===== config.mk =====
export PLATFORM = sky130hd
export DESIGN_NAME = pc_gen_ras_super
export DESIGN_NICKNAME = d
export VERILOG_FILES = /design/src/rtl/pc_gen_ras_super.sv
export SDC_FILE = /design/constraint.sdc
export NUM_CORES = 1
export LEC_CHECK = 0
export BUFFER_PORTS_ARGS = -buffer_cell sky130_fd_sc_hd__buf_2
export CORE_MARGIN = 1.5
export CORE_UTILIZATION = 56
export DETAILED_ROUTE_END_ITERATION = 12
export GPL_TIMING_DRIVEN = 0
export PLACE_DENSITY_LB_ADDON = 0.05
export SETUP_SLACK_MARGIN = 0.05
export SLEW_MARGIN = 15
export SYNTH_ARGS = -nofsm -noshare
export SYNTH_HDL_FRONTEND = slang
export SYNTH_SLANG_ARGS = --single-unit

===== constraint.sdc =====
create_clock -name clk -period 13.53 [get_ports clk]
set_input_delay 1.353 -clock clk [delete_from_list [all_inputs] [get_ports clk]]
set_output_delay 1.353 -clock clk [all_outputs]
set_load 0.1 [all_outputs]

===== src/rtl/pc_gen_ras_super.sv =====
// N-lane fetch PC generator with early-decode JAL/JALR prediction and a
// circular return address stack restored from backend checkpoints on redirect.
module pc_gen_ras_super #(
    parameter int              XLEN      = 32,
    parameter int              LANES     = 3,
    parameter int              RAS_DEPTH = 8,
    parameter logic [XLEN-1:0] RESET_PC  = '0,
    localparam int             PW        = $clog2(RAS_DEPTH)
) (
    input  logic                  clk,
    input  logic                  reset,
    input  logic                  stall,
    input  logic                  redirect_valid,
    input  logic [XLEN-1:0]       redirect_pc,
    input  logic [PW-1:0]         redirect_ras_ptr,
    input  logic [PW:0]           redirect_ras_cnt,
    input  logic [LANES-1:0]      lane_valid,
    input  logic [LANES-1:0]      is_jal,
    input  logic [LANES-1:0]      is_jalr,
    input  logic [LANES-1:0]      is_call,
    input  logic [LANES-1:0]      is_ret,
    input  logic [LANES*XLEN-1:0] imm,
    output logic [XLEN-1:0]       imem_addr,
    output logic [LANES*XLEN-1:0] lane_pc,
    output logic [LANES*XLEN-1:0] lane_link,
    output logic [LANES-1:0]      lane_keep,
    output logic                  pred_taken,
    output logic [XLEN-1:0]       pred_target,
    output logic [PW-1:0]         fetch_ras_ptr,
    output logic [PW:0]           fetch_ras_cnt
);

    logic [XLEN-1:0] pc_q;
    logic [PW-1:0]   ras_ptr_q;
    logic [PW:0]     ras_cnt_q;
    logic [XLEN-1:0] ras_q [RAS_DEPTH];

    logic            found;
    logic            sel_jal;
    logic            sel_call;
    logic            sel_ret;
    logic [XLEN-1:0] sel_pc;
    logic [XLEN-1:0] sel_link;
    logic [XLEN-1:0] sel_imm;
    logic [XLEN-1:0] pc_rel_target;
    logic [PW-1:0]   top_idx;
    logic            ras_nonempty;
    logic [XLEN-1:0] next_pc;

    logic            ras_we;
    logic [PW-1:0]   ras_widx;
    logic [PW-1:0]   ras_ptr_d;
    logic [PW:0]     ras_cnt_d;

    assign top_idx       = ras_ptr_q - PW'(1);
    assign ras_nonempty  = (ras_cnt_q != '0);
    assign fetch_ras_ptr = ras_ptr_q;
    assign fetch_ras_cnt = ras_cnt_q;

    // Lane PCs, first-taken-lane scan and selection of that lane's hints.
    always_comb begin
        lane_pc   = '0;
        lane_link = '0;
        lane_keep = '1;
        found     = 1'b0;
        sel_jal   = 1'b0;
        sel_call  = 1'b0;
        sel_ret   = 1'b0;
        sel_pc    = '0;
        sel_link  = '0;
        sel_imm   = '0;
        for (int unsigned i = 0; i < LANES; i++) begin
            lane_pc[i*XLEN +: XLEN]   = pc_q + XLEN'(4 * i);
            lane_link[i*XLEN +: XLEN] = pc_q + XLEN'(4 * i + 4);
            if (found) begin
                lane_keep[i] = 1'b0;
            end else if (lane_valid[i] && (is_jal[i] || is_jalr[i])) begin
                found    = 1'b1;
                sel_jal  = is_jal[i];
                sel_call = is_call[i];
                sel_ret  = is_ret[i];
                sel_pc   = pc_q + XLEN'(4 * i);
                sel_link = pc_q + XLEN'(4 * i + 4);
                sel_imm  = imm[i*XLEN +: XLEN];
            end
        end
    end

    assign pc_rel_target = sel_pc + (sel_imm & ~XLEN'(3));

    always_comb begin
        pred_taken  = found;
        pred_target = '0;
        if (found) begin
            if (sel_jal) begin
                pred_target = pc_rel_target;
            end else if (sel_ret && ras_nonempty) begin
                pred_target = ras_q[top_idx];
            end else begin
                pred_target = pc_rel_target;
            end
        end
        next_pc = found ? pred_target : pc_q + XLEN'(4 * LANES);
    end

    always_comb begin
        if (!reset) begin
            imem_addr = RESET_PC;
        end else if (redirect_valid) begin
            imem_addr = redirect_pc;
        end else if (stall) begin
            imem_addr = pc_q;
        end else begin
            imem_addr = next_pc;
        end
    end

    // A call+return on an empty stack degrades to a plain push.
    always_comb begin
        ras_we    = 1'b0;
        ras_widx  = ras_ptr_q;
        ras_ptr_d = ras_ptr_q;
        ras_cnt_d = ras_cnt_q;
        if (found) begin
            if (sel_call && sel_ret && ras_nonempty) begin
                ras_we   = 1'b1;
                ras_widx = top_idx;
            end else if (sel_call) begin
                ras_we    = 1'b1;
                ras_widx  = ras_ptr_q;
                ras_ptr_d = ras_ptr_q + PW'(1);
                if (ras_cnt_q < (PW+1)'(RAS_DEPTH)) begin
                    ras_cnt_d = ras_cnt_q + (PW+1)'(1);
                end
            end else if (sel_ret && ras_nonempty) begin
                ras_ptr_d = top_idx;
                ras_cnt_d = ras_cnt_q - (PW+1)'(1);
            end
        end
    end

    always_ff @(posedge clk or negedge reset) begin
        if (!reset) begin
            pc_q      <= RESET_PC;
            ras_ptr_q <= '0;
            ras_cnt_q <= '0;
            for (int unsigned k = 0; k < RAS_DEPTH; k++) begin
                ras_q[k] <= '0;
            end
        end else if (redirect_valid) begin
            pc_q      <= redirect_pc;
            ras_ptr_q <= redirect_ras_ptr;
            ras_cnt_q <= redirect_ras_cnt;
        end else if (!stall) begin
            pc_q      <= next_pc;
            ras_ptr_q <= ras_ptr_d;
            ras_cnt_q <= ras_cnt_d;
            if (ras_we) begin
                ras_q[ras_widx] <= sel_link;
            end
        end
    end

endmodule


==> impl_metrics.env <==
export IMPL_io_pins=421
export IMPL_post_place_ws_ps=4460
export IMPL_fin_worst_skew_ps=18.4
export IMPL_seq_area_frac_synth_pct=36.8
export IMPL_ys_top_cells_by_count="nand2_1, dfrtp_1, o21ai_0"
export IMPL_drtAntennaViolNets=0
export IMPL_synth_warnings=0
export IMPL_ctsHoldBuffers=0
export IMPL_critPathTopFamily="buffers and inverters"
export IMPL_wl_met3_mm=12.6
export IMPL_h_tree_depth=1
export IMPL_power_frac_comb_pct=57.7
export IMPL_core_rowCount=69
export IMPL_cp_required_ps=12180
export IMPL_async_flop_share_pct=100
export IMPL_fillerInstances=2836
export IMPL_grt_usage_pct=51.6
export IMPL_maxSlewHeadroom_pct=16.3
export IMPL_cts_setup_buffers=0
export IMPL_fin_setup_tns_ps=0
export IMPL_routed_wl_mm=97.1
export IMPL_grt_pass1_wl_mm=138
export IMPL_cpMostUsedCell="clkbuf_1"
export IMPL_vias=22500
export IMPL_grt_max_degree=95
export IMPL_fin_crit_ps=9660
export IMPL_crit_slowest_cell="clkbuf_1"
export IMPL_cts_sinks=295
export IMPL_cp_max_fo=10
export IMPL_clk_pin_slew_ps=60
export IMPL_gp_congestion=1.06
export IMPL_die_h_um=192
export IMPL_critPathMaxStageDelay_ps=730
export IMPL_max_slew_worst_pin_slew_ps=1260
export IMPL_avgSynthCellArea_um2=8.57
export IMPL_area_delta_synth_final_pct=18.4
export IMPL_antenna_found_initial=4
export IMPL_finalCritPeriodShare_pct=71.4
export IMPL_place_hpwl_mm=73.2
export IMPL_drt_iter0_markers=3254
export IMPL_cts_resized=0
export IMPL_switching_share_pct=55.1
export IMPL_critPathLaunchType="primary input"
export IMPL_ys_seq_elements=295
export IMPL_synth_area_top_cells="dfrtp_1, nand2_1, mux4_2"
export IMPL_synth_top_cell_by_area="dfrtp_1"
export IMPL_cp_num_buf_inv=7
export IMPL_fmax_ghz=0.104
export IMPL_status="complete, no violations"
export IMPL_route_top_layer_used="met4"
export IMPL_p_seq_share_pct=27.0
export IMPL_cts_tree="built"
export IMPL_met1_length_mm=32.8
export IMPL_io_buffers=413
export IMPL_critical_path_arrival_ps=8300
export IMPL_yosysMostFrequentCell="nand2_1"
export IMPL_critPathCaptureType="primary output"
export IMPL_dieArea_um2=37000
export IMPL_yosysUniqueCellTypes=83
export IMPL_min_path_type="register to register"
export IMPL_layout_drive_gt1_share_pct=25.2
export IMPL_cts_path_max_buffers=3
export IMPL_path_class="primary input to primary output"
export IMPL_syn_area_um2=20100
export IMPL_cp_cell_sequence="buf_2 -> o21a_1 -> inv_2 -> clkbuf_1 -> buf_1 -> clkbuf_1 -> clkbuf_1 -> nor2_1 -> nor2_1 -> ha_1 -> o21ai_0 -> o211ai_1 -> a31oi_1 -> a211oi_2 -> xnor2_1 -> a21oi_1 -> a211oi_1 -> o31ai_1 -> buf_2"
export IMPL_drc=0
export IMPL_max_cap_viol_count=0
export IMPL_p_int_uw=2360
export IMPL_synth_top_flop_cell="dfrtp_1"
export IMPL_wl_per_cell_um=29.7
export IMPL_leakagePower_uw=0.0110
export IMPL_grt_overflow=0
export IMPL_fin_nets=2982
export IMPL_syn_num_nets=2534
export IMPL_grt_pass1_vias=21500
export IMPL_setup_viol=0
export IMPL_hold_viol_final=0
export IMPL_syn_inst=2341
export IMPL_via_per_inst=6.87
export IMPL_yosysTopAreaCellShare_pct=36.8
export IMPL_rsz0062_at_grt="false"
export IMPL_dr_pass1_iters=6
export IMPL_pwr_share_clk_pct=15.4
export IMPL_vdd_ir_drop_max_uv=279
export IMPL_initial_core_util_pct=56.7
export IMPL_worst_slack_ps=3870
export IMPL_design_core_area_um2=35400
export IMPL_die_x_um=192
export IMPL_root_buffer="clkbuf_16"
export IMPL_cts_made_buffers=28
export IMPL_dr_wl_met2_mm=42.9
export IMPL_pwr_density_cell_nw_per_um2=222
export IMPL_power_switching_uw=2900
export IMPL_clock_latency_ps=570
export IMPL_final_max_slew_viol_count=0
export IMPL_synth_edf_count=0
-- routing by layer --
| metal | global-route usage (%) | up-vias |
|---|---|---|
| met4 | 38.8 | 0 |
| met5 | 0 | - |
| met2 | 79.9 | 2100 |
| met1 | 61.4 | 10700 |
| met3 | 14.3 | 570 |
| li1 | - | 9160 |
-- path summary, 6_finish.rpt --
| path | startpoint | endpoint | slack, ps | depth (start not counted) |
|---|---|---|---|---|
| max reg2reg | fetch_ras_ptr[0]$_DFFE_PN0P_ | ras_q[99]$_DFFE_PN0P_ | 7180 | 16 |
| max | is_jalr[0] | imem_addr[25] | 3870 | 19 |
| min reg2reg | ras_q[68]$_DFFE_PN0P_ | ras_q[68]$_DFFE_PN0P_ | 480 | 2 |
| max in group asynchronous | reset | ras_q[130]$_DFFE_PN0P_ | 11630 | 3 |
| min in group asynchronous | reset | pc_q[27]$_DFF_PN0_ | 670 | 1 |
| min | ras_q[68]$_DFFE_PN0P_ | ras_q[68]$_DFFE_PN0P_ | 480 | 2 |
-- sequential cells by signal (all words and copies together) (netlist names) --
name,count
pc_q,32
fetch_ras_cnt,4
ras_q,256
fetch_ras_ptr,3
-- worst register-to-register path: stages, from the launching register on --
cell and delay (ps):
dfrtp_1 560, buf_4 340, buf_4 330, buf_4 330
buf_2 440, inv_1 220, ha_1 450, buf_2 350
clkbuf_1 700, clkbuf_1 820, nand2_1 180, nor3_1 190
a31o_2 160, nand2_1 310, clkbuf_1 470, nand2_1 200
o21ai_0 130
-- layout by cell type (no fill, tap or decap), types with 9 or more instances in the layout --
cell | Yosys | layout
xnor2_1 | 74 | 74
mux4_2 | 64 | 64
o21ai_0 | 249 | 249
or3_1 | 16 | 16
nand3_1 | 31 | 31
a21oi_1 | 108 | 108
ha_1 | 37 | 37
clkbuf_16 | 0 | 29
mux2i_1 | 38 | 38
inv_1 | 48 | 48
clkbuf_1 | 109 | 111
nand2_1 | 415 | 415
dfrtp_1 | 295 | 295
a21o_1 | 15 | 15
buf_1 | 20 | 20
xor2_1 | 34 | 34
a31oi_1 | 14 | 14
and2_1 | 22 | 22
a221o_1 | 10 | 10
o221ai_1 | 11 | 11
nor3_1 | 29 | 29
buf_4 | 80 | 82
mux2_2 | 9 | 9
o31ai_1 | 15 | 15
a22oi_1 | 14 | 14
buf_2 | 43 | 455
o211ai_1 | 10 | 10
o21a_1 | 12 | 12
a221oi_1 | 43 | 43
o21ai_1 | 106 | 106
and3_1 | 15 | 15
nor2_1 | 185 | 184
nand4_1 | 14 | 14
a211oi_1 | 17 | 17
-- per-stage QoR --
stage          util (%)  total power [uW]  cell area [um^2]  hold WS [ps]  std cells
6_report           67.1              5270             23800           481       3273
3_3_place_gp       64.1              4240             22700           456       3215
2_1_floorplan         -              3610             20100           445       2341
5_1_grt            67.1              5400             23800           495       3273
3_5_place_dp       64.4              4320             22800           469       3219
4_1_cts            67.1              5160             23700           484       3270
-- area by class of cell --
type                            instances  area, um^2  area share (%)
Clock inverter                         14         123           0.516
Buffer                                253        1310            5.52
Timing Repair Buffer                  418        2170            9.15
Inverter                               50         188           0.790
Tap cell                              461         577            2.43
Clock buffer                           37         816            3.43
Sequential cell                       295        7380            31.1
Multi-Input combinational cell       1743       11200            47.1
Antenna cell                            2        5.00          0.0211
-- power by group through the flow --
| stage | combinational (uW) | clock [uW] | sequential, uW |
|---|---|---|---|
| CTS | 2960 | 801 | 1400 |
| global placement | 2870 | 0 | 1370 |
| finish | 3040 | 810 | 1420 |
| global route | 3140 | 831 | 1430 |
| floorplan | 2130 | 0 | 1490 |
| detailed placement | 2930 | 0 | 1400 |
-- logic make-up after synthesis --
kind of cell               after synthesis  share of synthesized area, %
AOI/OAI and AO/OA                      701                          21.4
adders and majority gates               39                          2.51
xor gates and xnor gates               109                          4.80
other                                    1                        0.0187
muxes                                  111                          9.59
buffers and inverters                  303                          7.47
DFF                                    295                          36.8
and+or+nand+nor                        782                          17.4
No activity file was read; power rests on OpenSTA's default activity.
